===== src/rtl/fetch_unit.sv =====
// -----------------------------------------------------------------------------
// fetch_unit
//
// Instruction fetch stage. It drives a request/acknowledge instruction memory
// port, presents fetched words in an IF/ID output register, parks one word
// when the downstream stage stalls, and handles branch redirects from execute,
// including a redirect that arrives while a memory request is still in flight.
//
// Memory handshake: imem_req/imem_addr are registered and stay stable while a
// request is outstanding. The request completes in the first cycle in which
// imem_ack is sampled high while imem_req=1 (which may be the cycle imem_req
// rises). imem_ack is ignored while imem_req=0.
//
// Ports
//   clk         in   1   clock, rising edge
//   res         in   1   asynchronous active-high reset
//   stall       in   1   downstream hold; IF/ID register must not advance
//   br_taken    in   1   one-cycle redirect request (wins over stall)
//   br_target   in  32   redirect address, bits [1:0] ignored
//   imem_req    out  1   instruction memory request
//   imem_addr   out 32   instruction memory word address
//   imem_ack    in   1   memory completion
//   imem_rdata  in  32   instruction word, valid with imem_ack
//   valid_out   out  1   pc_out/order_out hold a real instruction
//   pc_out      out 32   address of the presented instruction
//   order_out   out 32   presented instruction word (0 when not valid)
//   dbg_state_o out  2   FSM state: 0 IDLE, 1 BUSY, 2 PEND, 3 DRAIN
// -----------------------------------------------------------------------------
module fetch_unit #(
    parameter logic [31:0] RESET_PC = 32'h0000_0000
) (
    input  logic        clk,
    input  logic        res,
    input  logic        stall,
    input  logic        br_taken,
    input  logic [31:0] br_target,
    output logic        imem_req,
    output logic [31:0] imem_addr,
    input  logic        imem_ack,
    input  logic [31:0] imem_rdata,
    output logic        valid_out,
    output logic [31:0] pc_out,
    output logic [31:0] order_out,
    output logic [1:0]  dbg_state_o
);

    typedef enum logic [1:0] {
        S_IDLE  = 2'd0,
        S_BUSY  = 2'd1,
        S_PEND  = 2'd2,
        S_DRAIN = 2'd3
    } state_t;

    localparam logic [31:0] RESET_PC_W = {RESET_PC[31:2], 2'b00};

    state_t      state_q, state_d;
    logic [31:0] fetch_addr_q, fetch_addr_d;
    logic [31:0] tgt_q, tgt_d;
    logic [31:0] pend_pc_q, pend_pc_d;
    logic [31:0] pend_word_q, pend_word_d;
    logic        valid_q, valid_d;
    logic [31:0] pc_q, pc_d;
    logic [31:0] order_q, order_d;
    logic        req_q, req_d;

    logic [31:0] br_target_w;
    logic [31:0] fetch_addr_inc;
    logic        slot_free;
    logic        ack_seen;

    assign br_target_w    = {br_target[31:2], 2'b00};
    assign fetch_addr_inc = fetch_addr_q + 32'd4;   // wraps modulo 2^32
    assign slot_free      = !valid_q || !stall;
    assign ack_seen       = req_q && imem_ack;      // stray acks are ignored

    // -------------------------------------------------------------------------
    // Next-state and output-register logic
    // -------------------------------------------------------------------------
    always_comb begin
        state_d      = state_q;
        fetch_addr_d = fetch_addr_q;
        tgt_d        = tgt_q;
        pend_pc_d    = pend_pc_q;
        pend_word_d  = pend_word_q;
        valid_d      = valid_q;
        pc_d         = pc_q;
        order_d      = order_q;

        // Slot default: hold while stalled, otherwise become a bubble unless
        // one of the cases below loads a new instruction.
        if (!stall) begin
            valid_d = 1'b0;
            pc_d    = 32'h0;
            order_d = 32'h0;
        end

        unique case (state_q)
            S_IDLE: begin
                state_d = S_BUSY;
                if (br_taken) begin
                    fetch_addr_d = br_target_w;
                end
            end

            S_BUSY: begin
                if (br_taken) begin
                    if (ack_seen) begin
                        // Returned word belongs to the wrong path: drop it.
                        fetch_addr_d = br_target_w;
                    end else begin
                        // Request still in flight; wait it out before redirecting.
                        tgt_d   = br_target_w;
                        state_d = S_DRAIN;
                    end
                end else if (ack_seen) begin
                    fetch_addr_d = fetch_addr_inc;
                    if (slot_free) begin
                        valid_d = 1'b1;
                        pc_d    = fetch_addr_q;
                        order_d = imem_rdata;
                    end else begin
                        pend_pc_d   = fetch_addr_q;
                        pend_word_d = imem_rdata;
                        state_d     = S_PEND;
                    end
                end
            end

            S_PEND: begin
                if (br_taken) begin
                    pend_pc_d    = 32'h0;
                    pend_word_d  = 32'h0;
                    fetch_addr_d = br_target_w;
                    state_d      = S_BUSY;
                end else if (!stall) begin
                    valid_d     = 1'b1;
                    pc_d        = pend_pc_q;
                    order_d     = pend_word_q;
                    pend_pc_d   = 32'h0;
                    pend_word_d = 32'h0;
                    state_d     = S_BUSY;
                end
            end

            S_DRAIN: begin
                if (br_taken) begin
                    tgt_d = br_target_w;   // latest redirect wins
                end
                if (ack_seen) begin
                    fetch_addr_d = br_taken ? br_target_w : tgt_q;
                    state_d      = S_BUSY;
                end
            end

            default: begin
                state_d = S_IDLE;
            end
        endcase

        // A redirect always clears the IF/ID slot, even under stall.
        if (br_taken) begin
            valid_d = 1'b0;
            pc_d    = 32'h0;
            order_d = 32'h0;
        end

        req_d = (state_d == S_BUSY) || (state_d == S_DRAIN);
    end

    // -------------------------------------------------------------------------
    // State registers
    // -------------------------------------------------------------------------
    always_ff @(posedge clk or posedge res) begin
        if (res) begin
            state_q      <= S_IDLE;
            fetch_addr_q <= RESET_PC_W;
            tgt_q        <= 32'h0;
            pend_pc_q    <= 32'h0;
            pend_word_q  <= 32'h0;
            valid_q      <= 1'b0;
            pc_q         <= 32'h0;
            order_q      <= 32'h0;
            req_q        <= 1'b0;
        end else begin
            state_q      <= state_d;
            fetch_addr_q <= fetch_addr_d;
            tgt_q        <= tgt_d;
            pend_pc_q    <= pend_pc_d;
            pend_word_q  <= pend_word_d;
            valid_q      <= valid_d;
            pc_q         <= pc_d;
            order_q      <= order_d;
            req_q        <= req_d;
        end
    end

    assign imem_req    = req_q;
    assign imem_addr   = fetch_addr_q;
    assign valid_out   = valid_q;
    assign pc_out      = pc_q;
    assign order_out   = order_q;
    assign dbg_state_o = state_q;

endmodule


===== config.mk =====
export PLATFORM = sky130hd
export DESIGN_NAME = fetch_unit
export DESIGN_NICKNAME = d
export VERILOG_FILES = /design/src/rtl/fetch_unit.sv
export SDC_FILE = /design/constraint.sdc
export NUM_CORES = 1
export LEC_CHECK = 0
export BUFFER_PORTS_ARGS = -buffer_cell sky130_fd_sc_hd__buf_2
export CORE_MARGIN = 2
export CORE_UTILIZATION = 25
export DETAILED_ROUTE_END_ITERATION = 12
export PLACE_DENSITY = 0.44
export SKIP_LAST_GASP = 1
export SLEW_MARGIN = 20
export SYNTH_ARGS = -nofsm -noshare
export SYNTH_HDL_FRONTEND = slang
export SYNTH_SLANG_ARGS = --single-unit

===== constraint.sdc =====
create_clock -name clk -period 7 [get_ports clk]
set_input_delay 1.05 -clock clk [delete_from_list [all_inputs] [get_ports clk]]
set_output_delay 1.05 -clock clk [all_outputs]
set_load 0.02 [all_outputs]

==> flow_summary.ini <==
[synth]
synth_warnings = 0
synth_cell_types = 64
synth_area_per_cell_um2 = 9.34
yosysSeqAreaShare = 0.462
synth_top_area_cell = dfrtp_1
synth_top_area_frac = 0.462
synth_edf_count = 0
async_reset_ff_frac = 1.00
yosys-top-cells-area = dfrtp_1, a222oi_1, a22o_1, nand2_1, a21oi_1
synth-main-ff-cell = dfrtp_1
syn_inst = 1131
synth_nets = 1205
synth-seq-cells = 195
netlist_area_um2 = 10600

[detailed_routing]
drtAntennaViolNets = 0
via_per_inst = 5.52
drt_pass1_iterations = 7
wl_per_cell_um = 22.7
vias = 9796
route.detailed.drc = 0
initialDrtViolationCount = 1265
wl_mm = 40.3

[sta]
fin_tns_setup_ps = 0
fmax_mhz = 301
setup_violations = 0
finalClockSkew_ps = 12.6
min_period_ps = 3330
finalHoldViolations = 0
max_slew.worst_pin.slew_ps = 1130
drv_slew = 0
rsz0062_at_grt = false
post-route-period-util = 0.475
max_slew_margin = 0.243

[power_and_ir_drop]
p_leak_nw = 5.56
peakVddDrop_v = 0.000233
powerDensity_nw_per_um2 = 421

[setup_path]
reg2reg_to = tgt_q[19]$_DFFE_PP0P_
crit_path_end_kind = flip-flop
critPathBufInv = 3
reg2reg_depth = 5
worst-path-stages = 6
crit_path_cell_trace = buf_2 > buf_4 > nor2b_1 > o32a_2 > buf_4 > o21ai_0
critPathKind = input pin to flip-flop
cp_top_family = buffers and inverters
crit_path_start = stall
r2r_slack_ps = 3870
critPathMaxFanout = 34
rr_startpoint = imem_req$_DFF_PP0_
arrival_ps = 3650
slowest_delay_ps = 660
slowest_stage = o32a_2
critPathLaunchType = input pin
endpoint = pend_pc_q[1]$_DFFE_PP0P_
required_ps = 7320
worst_path_most_repeated_cell = buf_4

[final_layout]
drive_gt1_frac = 0.222
area_growth_pct = 17.5
final_nets = 1294
final_cell_area_um2 = 12400
final_common_cell = dfrtp_1
nFillCells = 4417
final_cell_mix = dfrtp_1, nand2_1, buf_2

[grt]
grt_first_pass_wirelength_mm = 61.5
met2_usage = 0.274
grt.overflow.total = 0
global_route.peak_usage_layer = met2
grt_pass1_vias = 9307
grt_use_total = 0.182
antenna_found_initial = 9
met3_usage = 0.0403
grt_max_degree = 128
gr-usage-met1 = 0.259

[placement]
place_congestion = 0.774
numPortBuffers = 166
dpl.hpwl_mm = 24.8
placed_area_um2 = 11800

[cts]
clk_pin_slew_worst_paths_ps = 80
cts.sinks = 195
cts-resized-gates = 0
clock-root-buffer = clkbuf_16
clk_latency_ps = 460
cts_setup_buffers = 0
hold_buffers = 0
clk_path_buf_depth = 2
htreeDepth = 4
cts_inserted_buffers = 17
cts_tree = done

[floorplan]
die_height_um = 210
coreArea_um2 = 41900
start_util = 0.252
die_w_um = 210
row_count = 75
die_area_um2 = 43900
pin_count = 169

[status]
status = complete, no violations

[worst_hold_path]
hold_path_class = flip-flop to flip-flop

[flow_run]
maxCapViolations = 0
==> kinds of logic after synthesis <==
group / count (synthesis) / share of synthesized area
AOI/OAI and AO/OA: 356 / 0.252
and+or+nand+nor: 399 / 0.182
adders and majority gates: 5 / 0.00592
buffers and inverters: 132 / 0.0536
xor gates and xnor gates: 8 / 0.00664
DFF: 195 / 0.462
muxes: 36 / 0.0382
==> per-stage QoR <==
step / hold WS [ps] / utilization / power (W) / setup slack (ps) / instances
2_1_floorplan: 438 / - / 0.00342 / 638 / 1131
3_3_place_gp: 451 / 0.282 / 0.00420 / 2700 / 1738
3_5_place_dp: 454 / 0.282 / 0.00424 / 2680 / 1738
4_1_cts: 474 / 0.295 / 0.00526 / 3190 / 1770
5_1_grt: 492 / 0.296 / 0.00559 / 3550 / 1773
6_report: 475 / 0.297 / 0.00523 / 3670 / 1775
==> cell type report <==
| type | instances | area [um^2] | share of cell area |
|---|---|---|---|
| Tap cell | 539 | 674 | 0.0543 |
| Inverter | 13 | 56.3 | 0.00454 |
| Multi-Input combinational cell | 804 | 5180 | 0.417 |
| Antenna cell | 3 | 7.51 | 0.000605 |
| Sequential cell | 195 | 4880 | 0.393 |
| Clock inverter | 14 | 144 | 0.0116 |
| Clock buffer | 18 | 429 | 0.0346 |
| Timing Repair Buffer | 189 | 1040 | 0.0837 |
==> sequential cells by signal (all words and copies together), names as in the netlist <==
name	flops
imem_addr	32
order_out	32
pc_out	32
pend_pc_q	32
pend_word_q	32
tgt_q	32
dbg_state_o	1
imem_req	1
valid_out	1
==> worst min path at each step <==
stage                                     start                           to  slack (ps)  cells after the start
finish              pend_word_q[28]$_DFFE_PP0P_  pend_word_q[28]$_DFFE_PP0P_         480                      2
global route           pend_pc_q[2]$_DFFE_PP0P_     pend_pc_q[2]$_DFFE_PP0P_         490                      2
CTS                    pend_pc_q[2]$_DFFE_PP0P_     pend_pc_q[2]$_DFFE_PP0P_         470                      2
detailed placement    pend_pc_q[15]$_DFFE_PP0P_    pend_pc_q[15]$_DFFE_PP0P_         450                      2
global placement    pend_word_q[28]$_DFFE_PP0P_  pend_word_q[28]$_DFFE_PP0P_         450                      2
floorplan             pend_pc_q[10]$_DFFE_PP0P_    pend_pc_q[10]$_DFFE_PP0P_         440                      2
==> report_power, final <==
group          internal, W  total, W  switching, W
Clock             0.000504   0.00100      0.000500
Combinational     0.000805   0.00230       0.00149
Sequential         0.00149   0.00192      0.000430
Total              0.00280   0.00523       0.00242
==> Yosys cell counts, types with 7 or more instances <==
cell type,number
nand4_1,7
a211oi_1,8
a221oi_1,17
o31ai_1,10
a21oi_1,92
buf_2,38
nand2_1,165
and3_1,11
buf_1,7
a222oi_1,68
nand3_1,76
inv_1,13
dfrtp_1,195
a22o_1,73
o21ai_0,40
nor2_1,21
mux2_2,34
nor2b_1,8
clkbuf_1,68
nor3_1,79
==> metal layers <==
layer | wire (um) | vias up | part of all wire
met5 | 74 | - | 0.0018
met4 | 771 | 12 | 0.019
met3 | 2660 | 45 | 0.066
met2 | 18200 | 349 | 0.45
met1 | 18600 | 4894 | 0.46
li1 | - | 4496 | -
==> tightest hold or removal path: stages (launching register included) <==
cell and delay [ps]:
dfrtp_1 350, nand2_1 50, nand2_1 50
Power figures use the tool's default switching activity.
